==> src/rtl/score_display_pkg.sv <==
// score_display_pkg: shared states, segment codes and BCD helper for the score display path.
package score_display_pkg;
  typedef enum logic [1:0] {IDLE, SHIFT, DONE} state_e;
  localparam int DIGITS = 4;
  localparam int BCD_W = 4 * DIGITS;
  localparam logic [6:0] SEG_0 = 7'h40;
  localparam logic [6:0] SEG_1 = 7'h79;
  localparam logic [6:0] SEG_2 = 7'h24;
  localparam logic [6:0] SEG_3 = 7'h30;
  localparam logic [6:0] SEG_4 = 7'h19;
  localparam logic [6:0] SEG_5 = 7'h12;
  localparam logic [6:0] SEG_6 = 7'h02;
  localparam logic [6:0] SEG_7 = 7'h78;
  localparam logic [6:0] SEG_8 = 7'h00;
  localparam logic [6:0] SEG_9 = 7'h10;
  localparam logic [6:0] SEG_BLANK = 7'h7F;
  // Double-dabble correction: any digit >= 5 gets +3 so the following shift carries correctly.
  function automatic logic [BCD_W-1:0] add3(input logic [BCD_W-1:0] b);
    logic [BCD_W-1:0] r;
    r = b;
    for (int i = 0; i < DIGITS; i++)
      if (r[4*i +: 4] >= 4'd5) r[4*i +: 4] = r[4*i +: 4] + 4'd3;
    return r;
  endfunction
endpackage

==> src/rtl/score_display_driver_seg7_decode.sv <==
// seg7_decode: 4-bit code to active-low {g,f,e,d,c,b,a}; codes above 9 blank the digit.
module seg7_decode
  import score_display_pkg::*;
(
  input  logic [3:0] code_i,
  output logic [6:0] seg_o
);
  always_comb begin
    case (code_i)
      4'd0: seg_o = SEG_0;
      4'd1: seg_o = SEG_1;
      4'd2: seg_o = SEG_2;
      4'd3: seg_o = SEG_3;
      4'd4: seg_o = SEG_4;
      4'd5: seg_o = SEG_5;
      4'd6: seg_o = SEG_6;
      4'd7: seg_o = SEG_7;
      4'd8: seg_o = SEG_8;
      4'd9: seg_o = SEG_9;
      default: seg_o = SEG_BLANK;
    endcase
  end
endmodule

==> src/rtl/score_display_driver.sv <==
// score_display_driver: iterative binary-to-BCD converter driving four score digits and a mode digit.
module score_display_driver
  import score_display_pkg::*;
#(
  parameter int WIDTH = 11
) (
  input  logic             clk,
  input  logic             rst,
  input  logic [WIDTH-1:0] value_in,
  input  logic             value_valid,
  output logic             value_ready,
  input  logic [1:0]       mode_in,
  input  logic             blank_lz,
  output logic             busy,
  output logic [6:0]       hex0,
  output logic [6:0]       hex1,
  output logic [6:0]       hex2,
  output logic [6:0]       hex3,
  output logic [6:0]       hex5
);
  localparam int CW = $clog2(WIDTH + 1);
  state_e state_q, state_d;
  logic [WIDTH-1:0] shift_q, shift_d;
  logic [BCD_W-1:0] bcd_q, bcd_d, disp_q, disp_d;
  logic [CW-1:0] cnt_q, cnt_d;
  logic [1:0] mode_q, mode_d;
  logic b3, b2, b1;
  always_ff @(posedge clk or negedge rst) begin
    if (!rst) begin
      state_q <= IDLE;
      shift_q <= '0;
      bcd_q <= '0;
      disp_q <= '0;
      cnt_q <= '0;
      mode_q <= '0;
    end else begin
      state_q <= state_d;
      shift_q <= shift_d;
      bcd_q <= bcd_d;
      disp_q <= disp_d;
      cnt_q <= cnt_d;
      mode_q <= mode_d;
    end
  end
  always_comb begin
    state_d = state_q;
    shift_d = shift_q;
    bcd_d = bcd_q;
    disp_d = disp_q;
    cnt_d = cnt_q;
    mode_d = mode_q;
    case (state_q)
      IDLE: if (value_valid) begin
        state_d = SHIFT;
        shift_d = value_in;
        mode_d = mode_in;
        bcd_d = '0;
        cnt_d = '0;
      end
      SHIFT: begin
        {bcd_d, shift_d} = {add3(bcd_q), shift_q} << 1;
        cnt_d = cnt_q + 1'b1;
        state_d = (cnt_q == CW'(WIDTH - 1)) ? DONE : SHIFT;
      end
      DONE: begin
        disp_d = bcd_q;
        state_d = IDLE;
      end
      default: state_d = IDLE;
    endcase
  end
  assign value_ready = (state_q == IDLE);
  assign busy = (state_q != IDLE);
  // Blanking propagates downward: a digit blanks only if every more significant digit is blank too.
  assign b3 = blank_lz && (disp_q[15:12] == 4'd0);
  assign b2 = b3 && (disp_q[11:8] == 4'd0);
  assign b1 = b2 && (disp_q[7:4] == 4'd0);
  seg7_decode u_hex0 (.code_i(disp_q[3:0]), .seg_o(hex0));
  seg7_decode u_hex1 (.code_i(b1 ? 4'hF : disp_q[7:4]), .seg_o(hex1));
  seg7_decode u_hex2 (.code_i(b2 ? 4'hF : disp_q[11:8]), .seg_o(hex2));
  seg7_decode u_hex3 (.code_i(b3 ? 4'hF : disp_q[15:12]), .seg_o(hex3));
  seg7_decode u_hex5 (.code_i({3'b000, mode_q[0]}), .seg_o(hex5));
endmodule

==> config.mk <==
export PLATFORM = sky130hd
export DESIGN_NAME = score_display_driver
export DESIGN_NICKNAME = d
export VERILOG_FILES = /design/src/rtl/score_display_pkg.sv /design/src/rtl/score_display_driver_seg7_decode.sv /design/src/rtl/score_display_driver.sv
export SDC_FILE = /design/constraint.sdc
export NUM_CORES = 1
export LEC_CHECK = 0
export BUFFER_PORTS_ARGS = -buffer_cell sky130_fd_sc_hd__buf_4
export CAP_MARGIN = 5
export CORE_ASPECT_RATIO = 0.7
export CORE_MARGIN = 1.5
export CORE_UTILIZATION = 55
export CTS_CLUSTER_DIAMETER = 150
export DETAILED_ROUTE_END_ITERATION = 10
export MAX_ROUTING_LAYER = met4
export PLACE_DENSITY = 0.87
export REMOVE_ABC_BUFFERS = 1
export SLEW_MARGIN = 20
export SYNTH_ARGS = -nofsm -noshare
export SYNTH_HDL_FRONTEND = slang
export SYNTH_SLANG_ARGS = --single-unit
==> constraint.sdc <==
create_clock -name clk -period 4.9 [get_ports clk]
set_input_delay 0.98 -clock clk [delete_from_list [all_inputs] [get_ports clk]]
set_output_delay 0.98 -clock clk [all_outputs]
set_load 0.05 [all_outputs]
Yosys cells after proc, flatten, opt, wreduce, memory -nomap -nowiden --
Memory sizes are Yosys's and may differ from the RTL's. Cells that the tools add are included. Widths: inputs -> output; s select.
Word-level totals: flip-flop bits (word level) 50, bits in read-only memories 560, input bits 17, word-level logic and storage cells 51, memories 5
Operators by class: add/sub/neg operators 5, $lt $le $gt $ge 4, equal/unequal tests 4, muxes and demuxes 16, reductions and logical operators 11
Memory list:
- (no name shown) | depth 16, width 7, read ports 1, clocked after Yosys merged registers in 0, write ports 0, line score_display_driver_seg7_decode.sv:9 | case (code_i)
- (no name shown) | depth 16, width 7, read ports 1, clocked after Yosys merged registers in 0, write ports 0, line score_display_driver_seg7_decode.sv:9
- (no name shown) | depth 16, width 7, read ports 1, clocked after Yosys merged registers in 0, write ports 0, line score_display_driver_seg7_decode.sv:9
- (no name shown) | depth 16, width 7, read ports 1, clocked after Yosys merged registers in 0, write ports 0, line score_display_driver_seg7_decode.sv:9
- (no name shown) | depth 16, width 7, read ports 1, clocked after Yosys merged registers in 0, write ports 0, line score_display_driver_seg7_decode.sv:9
Operator list (count):
- $pmux 16 s2 | 1
- $mux 4 | 7
- $pmux 11 s2 | 1
- $ge 4x3->1 const B | 4
- $mux 16 | 1
- $add 4x2->4 const B | 3
- $logic_not 4->1 | 3
- $mux 11 | 1
- $pmux 4 s2 | 1
- $add 4x1->4 const B | 1
- $eq 4x4->1 const B | 1
- $mux 2 | 2
- $pmux 2 s2 | 1
- $reduce_and 2->1 | 2
- $reduce_bool 2->1 | 2
- $add 3x2->3 const B | 1
- $logic_and 1x1->1 | 3
- $mux 3 | 1
- $eq 2x1->1 const B | 1
- $eq 2x2->1 const B | 1
- $logic_not 2->1 | 1
- $ne 2x2->1 const B | 1

Depth between registers and ports, before layout --
Gate-level depths: netlist (run 1). An unclocked memory read counts as a cell.
depth in word-level cells 6, depth in mapped cells 10, depth with buffers taken out 10

Modules after synthesis --
Synthesis (run 1) repeated with hierarchy kept, for this count alone.
Second synthesis, totals: cell total of the unflattened synthesis 429, area, all modules 3558.4 um^2
By module, submodules not included:
- score_display_driver | times used 1, cells each 264, area each 2507.4 um^2
- seg7_decode | times used 5, cells each 33, area each 210.2 um^2

Worst setup path before layout (run 1) --
Ideal clock, no wire load.
kind input -> output, start input blank_lz, end output hex2[3], arrival 3.091 ns, data required time 3.920 ns, path slack 0.829 ns, stages 7, path buffers 0, cell sequence nand4bb_4 -> nor4b_4 -> nor2_1 -> ha_1 -> a21oi_1 -> nor2_1 -> o21ai_0
On the way: longest elaborated chain between the ends 4
Ends and longest elaborated chain:
- start: declaration | line score_display_driver.sv:13 | input logic blank_lz,
- $logic_and 1x1->1 | line score_display_driver.sv:75 | assign b3 = blank_lz && (disp_q[15:12] == 4'd0);
- $logic_and 1x1->1 | line score_display_driver.sv:76 | assign b2 = b3 && (disp_q[11:8] == 4'd0);
- $mux 4 | line score_display_driver.sv:80 | seg7_decode u_hex2 (.code_i(b2 ? 4'hF : disp_q[11:8]), .seg_o(hex2));
- $mem_v2 16x7
- end: declaration | line score_display_driver.sv:17 | output logic [6:0] hex2,
No other way between the ends.

Final worst setup path (run 1) --
start register disp_q[12], end output hex2[3]
On the way: longest elaborated chain between the ends 5
Ends and longest elaborated chain:
- start: declaration | line score_display_driver.sv:24 | logic [BCD_W-1:0] bcd_q, bcd_d, disp_q, disp_d;
- start signal: assignment | line score_display_driver.sv:40 | disp_q <= disp_d;
- $logic_not 4->1 | line score_display_driver.sv:75
- $logic_and 1x1->1 | line score_display_driver.sv:75
- $logic_and 1x1->1 | line score_display_driver.sv:76
- $mux 4 | line score_display_driver.sv:80
- $mem_v2 16x7
No other way between the ends.

==> results of run 1 <==
## worst max-delay path: stages, from the launching register on
cell and delay [ns]:
dfrtp_1 0.44, inv_1 0.10, ha_1 0.25, nand4bb_4 0.20, nor4b_4 0.39, nor2_1 0.11, ha_1 0.31, a21oi_1 0.12
nor2_1 0.06, o21ai_0 0.19, buf_4 0.23
## cell type report
type | count | area (um^2)
Sequential cell | 50 | 1251
Inverter | 27 | 101.3
Fill cell | 502 | 2026
Timing Repair Buffer | 51 | 382.9
Clock buffer | 5 | 68.82
Clock inverter | 3 | 21.27
Tap cell | 75 | 93.84
Multi-Input combinational cell | 293 | 1839
## flip-flops by register name, summed over array words and instances (netlist names)
| signal | cells |
|---|---|
| disp_q | 16 |
| cnt_q | 4 |
| bcd_q | 16 |
| mode_q | 1 |
| shift_q | 11 |
| state_q | 2 |
## stage by stage
stage                     hold WS, ns  std cells  util (%)
after global routing           0.5488        504     64.98
after floorplan                0.4675        370         -
after global placement         0.4926        496     63.42
after detailed placement       0.4967        496     63.42
after CTS                      0.5191        504     64.98
final                          0.5264        504     64.98
## final timing paths
check                            from    endpoint  slack (ns)  depth (start not counted)
hold reg to reg            shift_q[0]  shift_q[0]        0.53                          2
hold / removal             shift_q[0]  shift_q[0]        0.53                          2
max in group asynchronous         rst    bcd_q[2]        3.80                          1
setup / recovery           disp_q[12]     hex2[3]        1.20                         10
min in group asynchronous         rst  shift_q[5]        0.67                          1
setup reg to reg           state_q[0]  disp_q[14]        2.92                          2
## cells in the mapped netlist
library cell   n
o21a_1         1
a211oi_1       1
inv_1         27
xor2_1         2
nor2_1        27
buf_4          6
clkbuf_1      15
conb_1         2
a21oi_1       34
nand4bb_4      1
nor2b_1       14
xnor2_1        4
buf_1          1
o31ai_1        2
o21bai_1       1
a21o_1         1
nand2_2        1
a31oi_1        2
nand2b_1      10
o21ai_0       57
nand3_1       10
a22oi_1       12
dfrtp_1       50
nor3_1         7
mux2_2        10
nand2_1       47
a222oi_1       1
and2_1         2
nor4b_4        1
or2_2          2
o311ai_0       4
o211ai_1       2
a22o_1         3
ha_1          29
buf_2          5
nor3b_1        2
## cell usage in the layout, fill, tap and decap left out, drive strengths merged, types with 2 or more instances in the layout
cell type  count
o21ai         57
buf           51
dfrtp         50
nand2         48
a21oi         34
ha            29
inv           27
nor2          27
nor2b         14
a22oi         12
nand2b        10
nand3         10
mux2          10
nor3           7
clkbuf         5
xnor2          4
o311ai         4
a22o           3
conb           3
or2            2
a31oi          2
o211ai         2
nor3b          2
and2           2
xor2           2
o31ai          2
clkinv         2
## cell families after synthesis
kind of cell | after synthesis | synth area share [%]
other | 2 | 0.2263
buffers and inverters | 54 | 6.976
flip-flops | 50 | 37.71
multiplexers | 10 | 3.394
AND/OR/NAND/NOR | 124 | 18.40
AO/OA/AOI/OAI | 121 | 20.78
adder cells (fa/ha/maj) | 29 | 10.94
XOR/XNOR | 6 | 1.584
## layer usage
metal / track usage, % / vias to the layer above / part of all wire [%]
met4: 4.412 / 0 / 0.60
met5: - / - / 0
met3: 4.444 / 5 / 4.8
met2: 36.80 / 79 / 45
met1: 30.13 / 1303 / 50
li1: - / 1402 / -
==> summary.md, run 1 <==
| Metric | Value |
|---|---|
| H-tree Lvls | 2 |
| Dpl cell area | 3669 um^2 |
| Slack of the critical path | 1.196 ns |
| YS warnings | 0 |
| Startpoint types | flip-flop |
| I/O Buffers | 49 |
| Remaining antenna violation count | 0 |
| Period minus WS final | 3.704 ns |
| Cell accounting for the most synthesized area | dfrtp_1 |
| Fin nets | 474 |
| CP Data Required Time | 3.92 ns |
| Clock Latency Late Sink | 0.31 ns |
| Synth Register Bits | 50 |
| Final hold violations | 0 |
| CTS tree | built |
| CTS Buffer Depth | 2 |
| # DRC | 0 |
| Routability congestion estimate from global placement | 0.8334 |
| Status | finished clean |
| Vias in the first global route | 2515 |
| CTS Root Cell | clkbuf_8 |
| Die Span Y | 67.99 um |
| DP Worst Slack | 1.249 ns |
| Number of buffers created by CTS | 5 |
| Crit end category | output port |
| DR vias | 2789 |
| Hold Buf Count CTS | 0 |
| Worst Max-Slew Pin Slew | 0.8690 ns |
| Cells after synthesis | 396 |
| Slew Viols, Final | 0 |
| Pre-antenna DRT Iters | 4 |
| Detailed placement HPWL | 4.694 mm |
| Setup TNS | 0 ns |
| Area Overhead vs Synth | 13.27% |
| Share of cells above drive strength 1 | 17.25% |
| Total die area | 6515 um^2 |
| Max transition margin | 42.07% |
| Initial antenna violation count | 0 |
| Final instance area | 3759 um^2 |
| Arr. time, crit path | 2.72 ns |
| Die width | 95.84 um |
| HP Class | reg -> reg |
| Tot GR Track Use | 22.74% |
| Share of the synthesized area in the top cell type | 37.71% |
| Total gr overflow | 0 |
| First-pass GRT wire length | 11.27 mm |
| Iter 0 DRT Violations | 206 |
| CTS resizes | 0 |
| Postcts setup bufs | 0 |
| Core area | 5784 um^2 |
| Final setup fails | 0 |
| Clock sinks | 50 |
| Syn Area/Cell | 8.379 um^2 |
| Ranking of synthesized cells by area | dfrtp_1 (38%), ha_1 (11%), o21ai_0 (8.6%) |
| Fmax | 270.0 MHz |
| Wire length per cell | 13.31 um |
| Max-Cap Viols | 0 |
| Rows | 23 |
| Pin count of the biggest net entering global routing | 51 |
| Clock slew at reported path FFs | 0.10 ns |
| Mapped Area | 3318 um^2 |
| Ports | 54 |
| Peak fanout along the critical path | 8 |
| Vias/cell | 5.534 |
| Initial Utilization | 57.37% |
| Post-Route WL | 6.710 mm |
| Crit path kind | reg -> out |
| Ant. Diodes | 0 |
| Clock Skew | 0.006316 ns |
| Post-synthesis sequential area ratio | 37.71% |
| RSZ-0062 raised after global routing | false |
| Distinct cell type count after synthesis | 36 |
| Fin crit share | 75.59% |
Power of run 1 is left out: the tool's default activity adds up to more than one toggle a clock period on the data nets, which glitch-free logic cannot reach.
==> inputs of run 2 (changes only) <==
- CORE_UTILIZATION: 55 -> 51
- PLACE_DENSITY: 0.87 -> 0.85
- clock period: 4.9 -> 3.3 ns (I/O delays scaled with it)
==> run 2 against run 1 <==
Design area grew 1.2%. First-iteration DRC count rose by 17%. Worst setup slack worse by 1.0 ns. Count of clock-buffer cells in the layout did not move. Sequential share of layout area shrank 0.41 points. Die area up 7.5%. Flip-flop and latch count did not move. Critical path depth did not move. Global-route usage shrank 0.98 points. Critical path type unchanged. Critical endpoint unchanged. Largest cell class unchanged.
==> summary.md, run 2 (synthesis results as in run 1) <==
| Metric | Value |
|---|---|
| Slew Viols, Final | 0 |
| CTS Buffer Depth | 2 |
| DP Worst Slack | 0.2889 ns |
| Final hold violations | 0 |
| Ant. Diodes | 0 |
| Detailed placement HPWL | 4.821 mm |
| Pre-antenna DRT Iters | 4 |
| Post-Route WL | 6.778 mm |
| Rows | 24 |
| Worst Max-Slew Pin Slew | 0.8605 ns |
| Reg area | 1251 um^2 |
| Max transition margin | 42.63% |
| Final setup fails | 0 |
| Vias/cell | 5.544 |
| Most frequent cells in the layout | o21ai_0 (57), buf_4 (55), dfrtp_1 (50), nand2_1 (47), a21oi_1 (34) |
| Hold Buf Count CTS | 0 |
| Crit path kind | reg -> out |
| CTS Root Cell | clkbuf_8 |
| Status | finished clean |
| CTS tree | built |
| Total gr overflow | 0 |
| Clock sinks | 50 |
| Initial antenna violation count | 0 |
| Pin count of the biggest net entering global routing | 51 |
| Vias in the first global route | 2747 |
| I/O Buffers | 49 |
| Fmax | 321.9 MHz |
| Clock Skew | 0.005404 ns |
| Die Span Y | 70.49 um |
| Slack of the critical path | 0.1933 ns |
| Largest registers | bcd_q (16), disp_q (16), shift_q (11) |
| Die width | 99.41 um |
| Max-Cap Viols | 0 |
| Total die area | 7007 um^2 |
| Clock Latency Late Sink | 0.31 ns |
| Wire length per cell | 13.26 um |
| H-tree Lvls | 2 |
| RSZ-0062 raised after global routing | false |
| HP Class | in -> async |
| DR vias | 2833 |
| Remaining antenna violation count | 0 |
| Number of buffers created by CTS | 5 |
| Routability congestion estimate from global placement | 0.8412 |
| Ports | 54 |
| Iter 0 DRT Violations | 241 |
| Crit end category | output port |
| Multi-input gate area | 1852 um^2 |
| Area Overhead vs Synth | 14.67% |
| Fin nets | 478 |
| Initial Utilization | 53.12% |
| Share of cells above drive strength 1 | 18.71% |
| Tot GR Track Use | 21.76% |
| Period minus WS final | 3.107 ns |
| Fin crit share | 94.14% |
| # DRC | 0 |
| Most common cell after layout, fill and taps aside | o21ai_0 |
| Clock slew at reported path FFs | 0.09 ns |
| Core area | 6246 um^2 |
| Fill cell count | 519 |
| CP Data Required Time | 2.64 ns |
| Arr. time, crit path | 2.45 ns |
| Peak fanout along the critical path | 8 |
| Startpoint types | flip-flop |
| Setup TNS | 0 ns |
| First-pass GRT wire length | 12.14 mm |
==> run 2: path summary, 6_finish.rpt <==
path	depth (start not counted)	slack (ns)	end	startpoint
setup / recovery	10	0.19	hex2[3]	disp_q[12]
hold / removal	1	0.35	shift_q[5]	rst
setup reg to reg	2	1.32	disp_q[2]	state_q[0]
hold reg to reg	2	0.52	shift_q[0]	shift_q[0]
max in group asynchronous	1	2.53	disp_q[15]	rst
min in group clk	2	0.52	shift_q[0]	shift_q[0]
==> run 2: metrics by stage <==
stage | std cells | util [%] | instance area [um^2] | hold slack, ns
6_report | 511 | 60.92 | 3805 | 0.3523
5_1_grt | 511 | 60.92 | 3805 | 0.4094
4_1_cts | 510 | 60.64 | 3787 | 0.3762
3_5_place_dp | 500 | 58.91 | 3680 | 0.5007
3_3_place_gp | 500 | 58.91 | 3680 | 0.4868
2_1_floorplan | 370 | - | 3192 | 0.3644
==> run 2: worst max-delay path, stage by stage, from the launching register on <==
cell and delay [ns]:
dfrtp_1 0.43, inv_2 0.10, ha_4 0.16, nand4bb_4 0.17, nor4b_4 0.31, nor2_1 0.11, ha_1 0.31, a21oi_1 0.13
nor2_1 0.05, o21ai_0 0.15, buf_4 0.22
==> run 2: repair_timing <==
item	4_1_cts	5_1_grt
setup endpoints to repair	1	2
endpoints found under the hold margin	0	0
resized for setup	1	3
pin swaps	1	1
buffers inserted	2	1
==> run 2: metal layers <==
metal / up-vias / global-route usage, % / share of wire (%)
met5: - / - / 0
met4: 0 / 6.416 / 0.69
met3: 8 / 3.904 / 5.7
met2: 87 / 34.17 / 47
met1: 1326 / 29.05 / 46
li1: 1412 / - / -
==> run 2: area by class of cell <==
cell class / count / area share, %
well taps: 78 / 2.565
repair buffers: 55 / 10.85
clock buffers: 5 / 1.809
flip-flops and latches: 50 / 32.88
multi-input cells: 293 / 48.67
inverters: 27 / 2.664
clock inverters: 3 / 0.5590
Power of run 2 is left out for the same reason.
==> inputs of run 3 (changes only) <==
- CORE_ASPECT_RATIO: 0.7 -> 0.6
- HOLD_SLACK_MARGIN: default -> 0.15
- REMOVE_ABC_BUFFERS: 1 -> default
==> run 3 against run 2 <==
First-iteration DRC count fell by 11%. Worst setup slack lost 0.079 ns. Non-clock buffer count did not move. Design area grew 0.20%. Utilization increased by 0.64 points. Wire length grew 4.7%.
==> summary.md, run 3 (synthesis results as in run 1) <==
| Metric | Value |
|---|---|
| Status | finished clean |
| Vias in the first global route | 2656 |
| Core area | 6193 um^2 |
| Fin nets | 478 |
| Critical path's largest stage delay | 0.43 ns |
| Max transition margin | 40.02% |
| Cell family with most CP delay | buffers and inverters |
| Hold Buf Count CTS | 0 |
| Bufs and invs on worst path | 4 |
| Routability congestion estimate from global placement | 0.8502 |
| Clock slew at reported path FFs | 0.09 ns |
| Worst Max-Slew Pin Slew | 0.8996 ns |
| Die width | 107.1 um |
| Period minus WS final | 3.186 ns |
| Most common cell after layout, fill and taps aside | o21ai_0 |
| I/O Buffers | 49 |
| Vias/cell | 5.547 |
| R2R Setup Slk | 1.30 ns |
| Worst Setup SP | disp_q[13] |
| Crit path kind | reg -> out |
| Critical-path top delay cell | dfrtp_1 |
| Fmax | 313.9 MHz |
| Number of buffers created by CTS | 5 |
| Ant. Diodes | 0 |
| Post-Route WL | 7.098 mm |
| Area Overhead vs Synth | 14.89% |
| Arr. time, crit path | 2.53 ns |
| RSZ-0062 raised after global routing | true |
| First-pass GRT wire length | 11.79 mm |
| Max-Cap Viols | 0 |
| Wire length per cell | 13.73 um |
| CTS Root Cell | clkbuf_8 |
| Tot GR Track Use | 21.71% |
| Pin count of the biggest net entering global routing | 51 |
| Largest registers | bcd_q (16), disp_q (16), shift_q (11) |
| CTS Buffer Depth | 2 |
| Final hold violations | 0 |
| # DRC | 0 |
| Peak fanout along the critical path | 6 |
| Clock sinks | 50 |
| HP Class | in -> async |
| Reg2reg path depth | 2 |
| Detailed placement HPWL | 4.887 mm |
| Final setup fails | 0 |
| Total die area | 7015 um^2 |
| Fin cells | 517 |
| Startpoint types | flip-flop |
| Worst r2r src | state_q[0] |
| Clock Latency Late Sink | 0.30 ns |
| Clock Skew | 0.007859 ns |
| Final instance area | 3812 um^2 |
| Ordered cell list for the critical path | inv_1, ha_2, nand4bb_4, buf_4, nand2_1, inv_1, ha_1, a21oi_1, nor2_1, o21ai_0, buf_4 |
| Iter 0 DRT Violations | 215 |
| Fin crit share | 96.55% |
| Final Hold Slack | 0.3715 ns |
| Layout Utilization | 61.56% |
| H-tree Lvls | 2 |
| Remaining antenna violation count | 0 |
| Die Span Y | 65.48 um |
| Dpl cell area | 3680 um^2 |
| Dpl cells | 505 |
| Slew Viols, Final | 0 |
| CP Data Required Time | 2.64 ns |
| DR vias | 2868 |
| CTS tree | built |
| Share of cells above drive strength 1 | 18.24% |
| Ports | 54 |
| Rows | 22 |
| WP depth | 11 |
| Fill cell count | 522 |
| Total gr overflow | 0 |
| Worst r2r dst | disp_q[14] |
| Initial Utilization | 53.58% |
| Pre-antenna DRT Iters | 6 |
| Crit end category | output port |
| Worst setup path end | hex3[3] |
| Initial antenna violation count | 0 |
| Most frequent cells in the layout | o21ai_0 (55), buf_4 (54), dfrtp_1 (50), nand2_1 (47), a21oi_1 (34) |
-- run 3: changes by cell type in the layout (fill, tap and decap cells not counted), sizes merged --
cell / change
clkbuf: +2
clkinv: -1
clkinvlp: -1
-- run 3: worst min path at each step --
stage,startpoint,end,depth (start not counted)
after floorplan,rst,bcd_q[0],0
after detailed placement,shift_q[0],shift_q[0],2
after CTS,rst,bcd_q[6],1
after global placement,bcd_q[13],bcd_q[13],2
final,rst,mode_q[0],1
after global routing,rst,cnt_q[1],1
-- run 3: cell type report --
type                       count  area (um^2)  area share, %
tap                           84        105.1          2.757
multi-input combinational    293         1847          48.44
clock inverter                 1        5.005         0.1313
clock buffer                   7        86.33          2.265
sequential                    50         1251          32.82
inverter                      27        101.3          2.658
timing repair buffer          55        416.7          10.93
-- run 3: stage by stage --
stage,worst slack [ns],TNS (ns)
floorplan,0.04232,0
global placement,0.3995,0
detailed placement,0.3305,0
CTS,0.04455,0
global route,-0.02118,-0.02118
finish,0.1139,0
-- run 3: what timing repair did --
| action | in CTS | in global routing |
|---|---|---|
| pin swaps | 1 | 2 |
| resized for setup | 0 | 3 |
| endpoints found under the setup margin | 1 | 7 |
| buffers inserted | 1 | 3 |
-- run 3: routing by layer --
layer  share of wire (%)  wire (um)  track usage (%)  vias to the layer above
met5                   0          0                -                        -
met4                 1.5        106            7.500                        0
met3                 5.0        357            4.464                       11
met2                  46       3266            34.79                       85
met1                  47       3369            27.70                     1361
li1                    -          -                -                     1411
Power of run 3 is left out for the same reason.
